[src/rtl/hazard_scoreboard.sv]
// hazard_scoreboard: ID-stage RAW hazard detection with load-use stall,
// registered EX forwarding selects and a saturating stall counter.
module hazard_scoreboard #(
    parameter int REG_W    = 5,
    parameter int DEPTH    = 2,
    parameter int LOAD_LAT = 1,
    parameter int CNT_W    = 32,
    localparam int FW      = $clog2(DEPTH + 1)
) (
    input  logic             clk,
    input  logic             reset,
    input  logic             hold,
    input  logic             flush,
    input  logic             id_valid,
    input  logic [REG_W-1:0] id_rs,
    input  logic [REG_W-1:0] id_rt,
    input  logic             id_use_rs,
    input  logic             id_use_rt,
    input  logic             id_wen,
    input  logic [REG_W-1:0] id_wreg,
    input  logic             id_is_load,
    output logic             stall,
    output logic [FW-1:0]    fwd_rs,
    output logic [FW-1:0]    fwd_rt,
    output logic [CNT_W-1:0] stall_cnt
);
    logic [DEPTH:1]   v, ld;
    logic [REG_W-1:0] w [1:DEPTH];
    logic [FW-1:0]    rs_k, rt_k;
    logic             rs_rdy, rt_rdy, issue;

    // scan oldest to youngest so the youngest match overwrites older ones
    always_comb begin
        rs_k   = '0;
        rt_k   = '0;
        rs_rdy = 1'b1;
        rt_rdy = 1'b1;
        for (int k = DEPTH; k >= 1; k--) begin
            if (id_use_rs && id_rs != '0 && v[k] && w[k] == id_rs) begin
                rs_k   = FW'(k);
                rs_rdy = !ld[k] || k >= LOAD_LAT + 1;
            end
            if (id_use_rt && id_rt != '0 && v[k] && w[k] == id_rt) begin
                rt_k   = FW'(k);
                rt_rdy = !ld[k] || k >= LOAD_LAT + 1;
            end
        end
    end

    assign stall = id_valid && !flush && !(rs_rdy && rt_rdy);
    assign issue = !hold && id_valid && !flush && !stall;

    always_ff @(posedge clk or negedge reset) begin
        if (!reset) begin
            v         <= '0;
            ld        <= '0;
            fwd_rs    <= '0;
            fwd_rt    <= '0;
            stall_cnt <= '0;
            for (int k = 1; k <= DEPTH; k++) w[k] <= '0;
        end else if (!hold) begin
            for (int k = DEPTH; k >= 2; k--) begin
                v[k]  <= v[k-1];
                ld[k] <= ld[k-1];
                w[k]  <= w[k-1];
            end
            v[1]   <= issue && id_wen && id_wreg != '0;
            ld[1]  <= id_is_load;
            w[1]   <= id_wreg;
            fwd_rs <= issue ? rs_k : '0;
            fwd_rt <= issue ? rt_k : '0;
            if (stall && stall_cnt != '1) stall_cnt <= stall_cnt + CNT_W'(1);
        end
    end
endmodule
[config.mk]
export PLATFORM = sky130hd
export DESIGN_NAME = hazard_scoreboard
export DESIGN_NICKNAME = d
export VERILOG_FILES = /design/src/rtl/hazard_scoreboard.sv
export SDC_FILE = /design/constraint.sdc
export NUM_CORES = 1
export LEC_CHECK = 0
export CAP_MARGIN = 20
export CORE_ASPECT_RATIO = 1.5
export CORE_MARGIN = 1
export CORE_UTILIZATION = 35
export DETAILED_ROUTE_END_ITERATION = 7
export SLEW_MARGIN = 0
export SYNTH_ARGS = -nofsm -noshare
export SYNTH_HDL_FRONTEND = slang
export SYNTH_SLANG_ARGS = --single-unit
[constraint.sdc]
create_clock -name clk -period 5.44 [get_ports clk]
set_input_delay 1.088 -clock clk [delete_from_list [all_inputs] [get_ports clk]]
set_output_delay 1.088 -clock clk [all_outputs]
set_load 0.005 [all_outputs]
Word-level counts from Yosys, hierarchy flattened:

Cells that the tools add are included.

* input port bits: 24
* flip-flop bits (word level): 49

* reduce and logical (&&, ||, !) cells: 28
* bitwise gates (word level): 1
* mux-type cells: 8
* $add $sub $neg: 1
* eq/ne operators: 5

Operators with widths (number)
* adder 32 x 1 -> 32 bit, second input constant: 1
* != test 32 bit, second input constant: 1
* == test 5 bit: 4
* logical AND 1 bit: 19
* nonzero test 5 bit: 3
* 2-to-1 mux 2 bit: 6
* logical NOT 1 bit: 5
* 2-to-1 mux 1 bit: 2
* AND reduction 2 bit: 1
* NOT 1 bit: 1

Longest topological paths before layout:

Gate-level depths: netlist (run 1).

* depth after elaboration: 12
* mapped depth: 8
* gate-level depth less buffers: 7

Worst setup path before layout (run 1):

OpenSTA, ideal clock, no wires.

* path kind: in2out
* from: input port id_rs[1]
* to: output port stall
* data arrival time: 2.195 ns
* slack: 2.157 ns
* cell stages on the path: 5
* path buffers: 0
* cell sequence: or4_1 -> o21ai_2 -> nor3_4 -> o21ai_4 -> nor2_1

* longest elaborated chain between the ends: 8

Ends and longest elaborated chain
* start: declaration: line 15 `input logic [REG_W-1:0] id_rs,`
* nonzero test 5 bit: line 39 `if (id_use_rs && id_rs != '0 && v[k] && w[k] == id_rs) begin`
* logical AND 1 bit (2 in series): line 39
* logical AND 1 bit *: line 39
* 2-to-1 mux 1 bit *: line 39
* logical AND 1 bit *: line 50 `assign stall = id_valid && !flush && !(rs_rdy && rt_rdy);`
* logical NOT 1 bit *: line 50
* logical AND 1 bit *: line 50
* end: declaration: line 22 `output logic stall,`

Mark *: on every way between the ends. The rest lies on a longest branch, timed or not.

Worst setup path after layout (run 1):

* from: input port id_rt[1]
* to: output port stall

* longest elaborated chain between the ends: 8

Ends and longest elaborated chain
* start: declaration: line 16 `input logic [REG_W-1:0] id_rt,`
* nonzero test 5 bit: line 43 `if (id_use_rt && id_rt != '0 && v[k] && w[k] == id_rt) begin`
* logical AND 1 bit (2 in series): line 43
* logical AND 1 bit *: line 43
* 2-to-1 mux 1 bit *: line 43
* logical AND 1 bit *: line 50
* logical NOT 1 bit *: line 50
* logical AND 1 bit *: line 50

Marked as above.

==> results of run 1 <==
-- flip-flops by register name, summed over array words and instances (netlist names) --
name	cells
v	2
w	10
ld	1
fwd_rt	2
fwd_rs	2
stall_cnt	32
-- kinds of logic (layout without fill, tap and decap cells) --
family | Yosys count | count (layout) | synth area share [%]
xor+xnor | 50 | 50 | 18.0
flops | 49 | 49 | 50.4
buf+inv | 5 | 72 | 0.874
fa+ha+maj | 1 | 1 | 0.514
compound gates | 9 | 9 | 3.14
simple gates | 87 | 87 | 21.0
mux | 13 | 13 | 6.02
-- metrics by stage --
step	worst slack (ns)	hold slack, ns	instances
2_1_floorplan	2.16	0.475	214
3_3_place_gp	1.15	0.466	349
3_5_place_dp	1.16	0.477	349
4_1_cts	1.14	0.500	357
5_1_grt	1.01	0.522	357
6_report	1.15	0.498	357
-- layout make-up --
cell class | instances | area, um^2 | area share [%]
repair buffers | 63 | 618 | 19.2
inverters | 1 | 3.75 | 0.117
well taps | 76 | 95.1 | 2.95
clock buffers | 5 | 68.8 | 2.14
flip-flops and latches | 49 | 1230 | 38.1
multi-input cells | 160 | 1180 | 36.8
clock inverters | 3 | 21.3 | 0.661
-- metal layers --
layer,up-vias,part of all wire (%),global-route usage (%)
met2,44,52,27.7
met5,-,0,0
met3,2,3.9,3.20
li1,893,-,-
met4,0,0.74,4.71
met1,888,44,19.7
-- where the power goes --
group / total [mW] / internal [mW] / switching, mW / leakage [nW]
clock network: 0.216 / 0.0914 / 0.124 / 0.0445
registers: 0.389 / 0.375 / 0.0137 / 0.659
logic: 0.0722 / 0.0419 / 0.0304 / 0.593
total: 0.677 / 0.508 / 0.168 / 1.30
-- cells in the mapped netlist --
library cell / number / area, um^2
o21ai_1: 1 / 5.00
a21o_1: 1 / 7.51
or2_1: 1 / 6.26
dfrtp_1: 49 / 1230
o21ai_2: 1 / 8.76
xor2_1: 9 / 78.8
nand3_1: 15 / 75.1
a21oi_1: 1 / 5.00
or4b_4: 1 / 13.8
nor4_1: 2 / 12.5
nand2b_1: 1 / 6.26
nor2b_1: 1 / 6.26
buf_2: 2 / 10.0
and3_1: 8 / 50.1
and4_1: 2 / 17.5
mux2_2: 12 / 135
mux2_1: 1 / 11.3
ha_1: 1 / 12.5
o2111ai_1: 1 / 8.76
a22o_1: 2 / 17.5
nor3_1: 3 / 15.0
nand2_1: 16 / 60.1
nor2_1: 10 / 37.5
o21ai_4: 1 / 16.3
nor3_2: 3 / 30.0
clkbuf_1: 1 / 3.75
o31ai_1: 1 / 7.51
inv_1: 1 / 3.75
xnor2_1: 41 / 359
nor4_4: 1 / 21.3
nand3b_1: 1 / 7.51
nor3_4: 1 / 16.3
or4_1: 4 / 30.0
buf_1: 1 / 3.75
nand4_1: 17 / 106
-- final timing paths --
| kind | start | to | cells after the start |
|---|---|---|---|
| min in group asynchronous | reset | w[1] | 2 |
| hold / removal | fwd_rt[1] | fwd_rt[1] | 1 |
| hold reg to reg | fwd_rt[1] | fwd_rt[1] | 1 |
| max in group asynchronous | reset | stall_cnt[0] | 2 |
| setup reg to reg | w[9] | stall_cnt[20] | 7 |
| setup / recovery | id_rt[1] | stall | 7 |
==> impl_metrics.env, run 1 <==
export IMPL_crit_family="buffers and inverters"
export IMPL_cp_end_kind="output port"
export IMPL_status="finished clean"
export IMPL_crit_path_top_delay_cell="or4_1"
export IMPL_layout_commonest_cell="clkdlybuf4s50_1"
export IMPL_cpMostUsedCell="clkdlybuf4s50_1"
export IMPL_clkSinkCount=49
export IMPL_num_fill_cells=636
export IMPL_core_area_mm2=0.00662
export IMPL_wirelength_um=5420
export IMPL_fmax_ghz=0.233
export IMPL_wl_per_cell_um=15.2
export IMPL_vias_per_cell=5.12
export IMPL_slowest_delay_ns=0.55
export IMPL_grt_pass1_wl_um=9310
export IMPL_place_area_mm2=0.00313
export IMPL_h_tree_depth=2
export IMPL_dr_total_vias=1827
export IMPL_finalCriticalPeriod_ns=4.29
export IMPL_syn_inst=214
export IMPL_grt_max_degree=50
export IMPL_start_util_pct=36.7
export IMPL_grt_pass1_vias=1848
export IMPL_avgSynthCellArea_um2=11.4
export IMPL_rows=36
export IMPL_finalInstanceArea_mm2=0.00322
export IMPL_yosysSeqAreaShare_pct=50.4
export IMPL_ioPinCount=61
export IMPL_cap_violations=0
export IMPL_skew_ns=0.0145
export IMPL_synth_net_count=239
export IMPL_pwr_density_cell_mw_per_mm2=210
export IMPL_die_area_mm2=0.00729
export IMPL_die_h_um=104
export IMPL_hold_viol=0
export IMPL_grt_usage_pct=15.9
export IMPL_portBuffers=60
export IMPL_arrival_ns=3.20
export IMPL_hp_class="register to register"
export IMPL_syn_cell_area_mm2=0.00243
export IMPL_cts_tree="built"
export IMPL_clk_latency_ns=0.30
export IMPL_report_final_slew_viol_count=0
export IMPL_first_pass_iters=4
export IMPL_nets=305
export IMPL_drtIter0Drc=52
export IMPL_cts_resized=0
export IMPL_tightest_slew_ns=0.662
export IMPL_setup_tns_ns=0
export IMPL_route_detailed_drc=0
export IMPL_leakage_nw=1.30
export IMPL_overflow=0
export IMPL_antenna_found_initial=0
export IMPL_antenna_cells=0
export IMPL_dpl_hpwl_um=4000
export IMPL_worst_path_buf_inv=2
export IMPL_yosys_warnings=0
export IMPL_die_x_um=70.1
export IMPL_power_mw=0.677
export IMPL_r2r_setup_slack_ns=3.23
export IMPL_path_max_fanout=7
export IMPL_vdd_drop_max_v=0.000180
export IMPL_cts_buffers=5
export IMPL_required_ns=4.35
export IMPL_drive_above_1_share_pct=11.4
export IMPL_clockBufferDepth=2
export IMPL_clk_root_buffer_cell="clkbuf_8"
export IMPL_grt_setup_unrepaired="no"
export IMPL_period_share_pct=78.9
export IMPL_mostFrequentLayoutCells="59 x clkdlybuf4s50_1, 49 x dfrtp_1, 41 x xnor2_1"
export IMPL_setup_viol=0
export IMPL_area_growth_pct=32.3
export IMPL_critical_path_class="input pin to output port"
export IMPL_cp_start_kind="input pin"
export IMPL_yosys_cell_types_count=35
export IMPL_postCtsHoldBufs=0
export IMPL_final_core_util_pct=48.6
export IMPL_post_cts_setup_buffer_count=0
export IMPL_relSlewSlack_pct=55.7
export IMPL_ant_nets=0
export IMPL_gp_congestion=0.900
export IMPL_ys_seq_elements=49
export IMPL_crit_path_cell_trace="clkdlybuf4s50_1, or4_1, o21ai_1, nor3_2, o21ai_4, nor2_1, clkdlybuf4s50_1"
export IMPL_path_clk_slew_ns=0.10
No activity file was read; power rests on OpenSTA's default activity.
==> inputs of run 2 (changes only) <==
==> constraint.sdc (replaced) <==
create_clock -name clk -period 4.4 [get_ports clk]
set_input_delay 0.88 -clock clk [delete_from_list [all_inputs] [get_ports clk]]
set_output_delay 0.88 -clock clk [all_outputs]
set_load 0.005 [all_outputs]
==> impl_metrics.env, run 2 (synthesized netlist as in run 1, its figures left out) <==
export IMPL_num_fill_cells=620
export IMPL_antenna_found_initial=0
export IMPL_holdWs_ns=0.446
export IMPL_wirelength_um=5440
export IMPL_cts_tree="built"
export IMPL_cp_start_kind="input pin"
export IMPL_grt_usage_pct=15.3
export IMPL_dr_wl_met2_um=2770
export IMPL_mostFrequentLayoutCells="59 x clkdlybuf4s50_1, 49 x dfrtp_1, 41 x xnor2_1"
export IMPL_clockBufferDepth=2
export IMPL_overflow=0
export IMPL_route_met3_wl_um=205
export IMPL_rows=36
export IMPL_report_final_slew_viol_count=0
export IMPL_core_area_mm2=0.00662
export IMPL_start_util_pct=36.7
export IMPL_wl_per_cell_um=15.2
export IMPL_gp_congestion=0.900
export IMPL_cts_buffers=5
export IMPL_clk_root_buffer_cell="clkbuf_8"
export IMPL_skew_ns=0.0175
export IMPL_antenna_cells=0
export IMPL_top_layer="met4"
export IMPL_largest_register="stall_cnt"
export IMPL_h_tree_depth=2
export IMPL_dpl_hpwl_um=4050
export IMPL_path_clk_slew_ns=0.09
export IMPL_critical_path_class="input pin to output port"
export IMPL_nets=305
export IMPL_drive_above_1_share_pct=11.4
export IMPL_finalCriticalPeriod_ns=3.90
export IMPL_leakage_nw=1.31
export IMPL_relSlewSlack_pct=54.1
export IMPL_arrival_ns=3.02
export IMPL_placedCellCount=349
export IMPL_reg_largest_list="stall_cnt x32, w x10"
export IMPL_ant_nets=0
export IMPL_die_area_mm2=0.00729
export IMPL_hp_class="input pin to async pin"
export IMPL_cap_violations=0
export IMPL_hold_viol=0
export IMPL_post_cts_setup_buffer_count=0
export IMPL_grt_max_degree=39
export IMPL_dp_slack_ns=0.523
export IMPL_finalInstanceArea_mm2=0.00324
export IMPL_grt_setup_unrepaired="no"
export IMPL_grt_pass1_vias=1834
export IMPL_clk_latency_ns=0.31
export IMPL_portBuffers=60
export IMPL_required_ns=3.52
export IMPL_path_max_fanout=7
export IMPL_ioPinCount=61
export IMPL_largest_reg_flops=32
export IMPL_final_cells=357
export IMPL_dr_total_vias=1837
export IMPL_fmax_ghz=0.257
export IMPL_vias_per_cell=5.15
export IMPL_first_pass_iters=4
export IMPL_pwr_density_cell_mw_per_mm2=276
export IMPL_drtIter0Drc=76
export IMPL_period_share_pct=88.5
export IMPL_cp_end_kind="output port"
export IMPL_vdd_drop_max_v=0.000164
export IMPL_reg2regPathDepth=7
export IMPL_area_growth_pct=33.2
export IMPL_place_area_mm2=0.00313
export IMPL_r2r_setup_slack_ns=2.15
export IMPL_postCtsHoldBufs=0
export IMPL_setup_viol=0
export IMPL_reg2reg_to="stall_cnt[20]"
export IMPL_cts_resized=0
export IMPL_final_core_util_pct=48.9
export IMPL_r2r_start="w[9]"
export IMPL_die_x_um=70.1
export IMPL_grt_pass1_wl_um=8960
export IMPL_met1_length_um=2370
export IMPL_layout_commonest_cell="clkdlybuf4s50_1"
export IMPL_clkSinkCount=49
export IMPL_status="finished clean"
export IMPL_die_h_um=104
export IMPL_setup_tns_ns=0
export IMPL_fin_ws_ns=0.504
export IMPL_tightest_slew_ns=0.687
export IMPL_power_mw=0.894
export IMPL_route_detailed_drc=0
==> run 2: changes by cell type in the layout (fill, tap and decap cells not counted), sizes merged <==
cell / change
bufinv: +1
clkinvlp: -1
==> run 2: report_power, final <==
part | internal, mW | switching (mW) | leakage [nW] | total [mW]
Combinational | 0.0518 | 0.0382 | 0.593 | 0.0900
Sequential | 0.464 | 0.0176 | 0.659 | 0.481
Clock | 0.170 | 0.152 | 0.0585 | 0.323
Total | 0.686 | 0.208 | 1.31 | 0.894
==> run 2: worst max-delay path by stage <==
| stage | slack (ns) | end | startpoint |
|---|---|---|---|
| after floorplan | 1.53 | stall | id_rs[1] |
| after global placement | 0.53 | stall | id_rs[1] |
| after detailed placement | 0.52 | stall | id_rs[1] |
| after CTS | 0.50 | stall | id_rt[1] |
| after global routing | 0.36 | stall | id_rt[1] |
| final | 0.50 | stall | id_rt[1] |
==> run 2: final cells by class <==
type                    instances  area [um^2]  area share (%)
clock inverters                 3         43.8            1.35
inverters                       1         3.75           0.116
clock buffers                   5         68.8            2.12
flip-flops and latches         49         1230            37.8
repair buffers                 63          618            19.1
well taps                      76         95.1            2.93
multi-input cells             160         1180            36.6
==> run 2: critical path, stage by stage <==
cell,delay (ns)
clkdlybuf4s50_1,0.48
or4_1,0.56
o21ai_1,0.21
nor3_2,0.11
o21ai_4,0.26
nor2_1,0.08
clkdlybuf4s50_1,0.44
==> run 2: metal layers <==
layer,global-route usage (%),vias to the layer above
li1,-,887
met1,18.9,894
met2,26.6,48
met3,2.71,8
met4,4.86,0
met5,0,-
==> inputs of run 3 (changes only) <==
--- a/config.mk
+++ b/config.mk
@@ -10,6 +10,7 @@
 export CORE_MARGIN = 1
 export CORE_UTILIZATION = 35
 export DETAILED_ROUTE_END_ITERATION = 7
+export GPL_ROUTABILITY_DRIVEN = 1
 export SLEW_MARGIN = 0
 export SYNTH_ARGS = -nofsm -noshare
 export SYNTH_HDL_FRONTEND = slang
==> results of run 3 <==
Same layout as run 2: the final DEF is identical, and so are final timing and power.
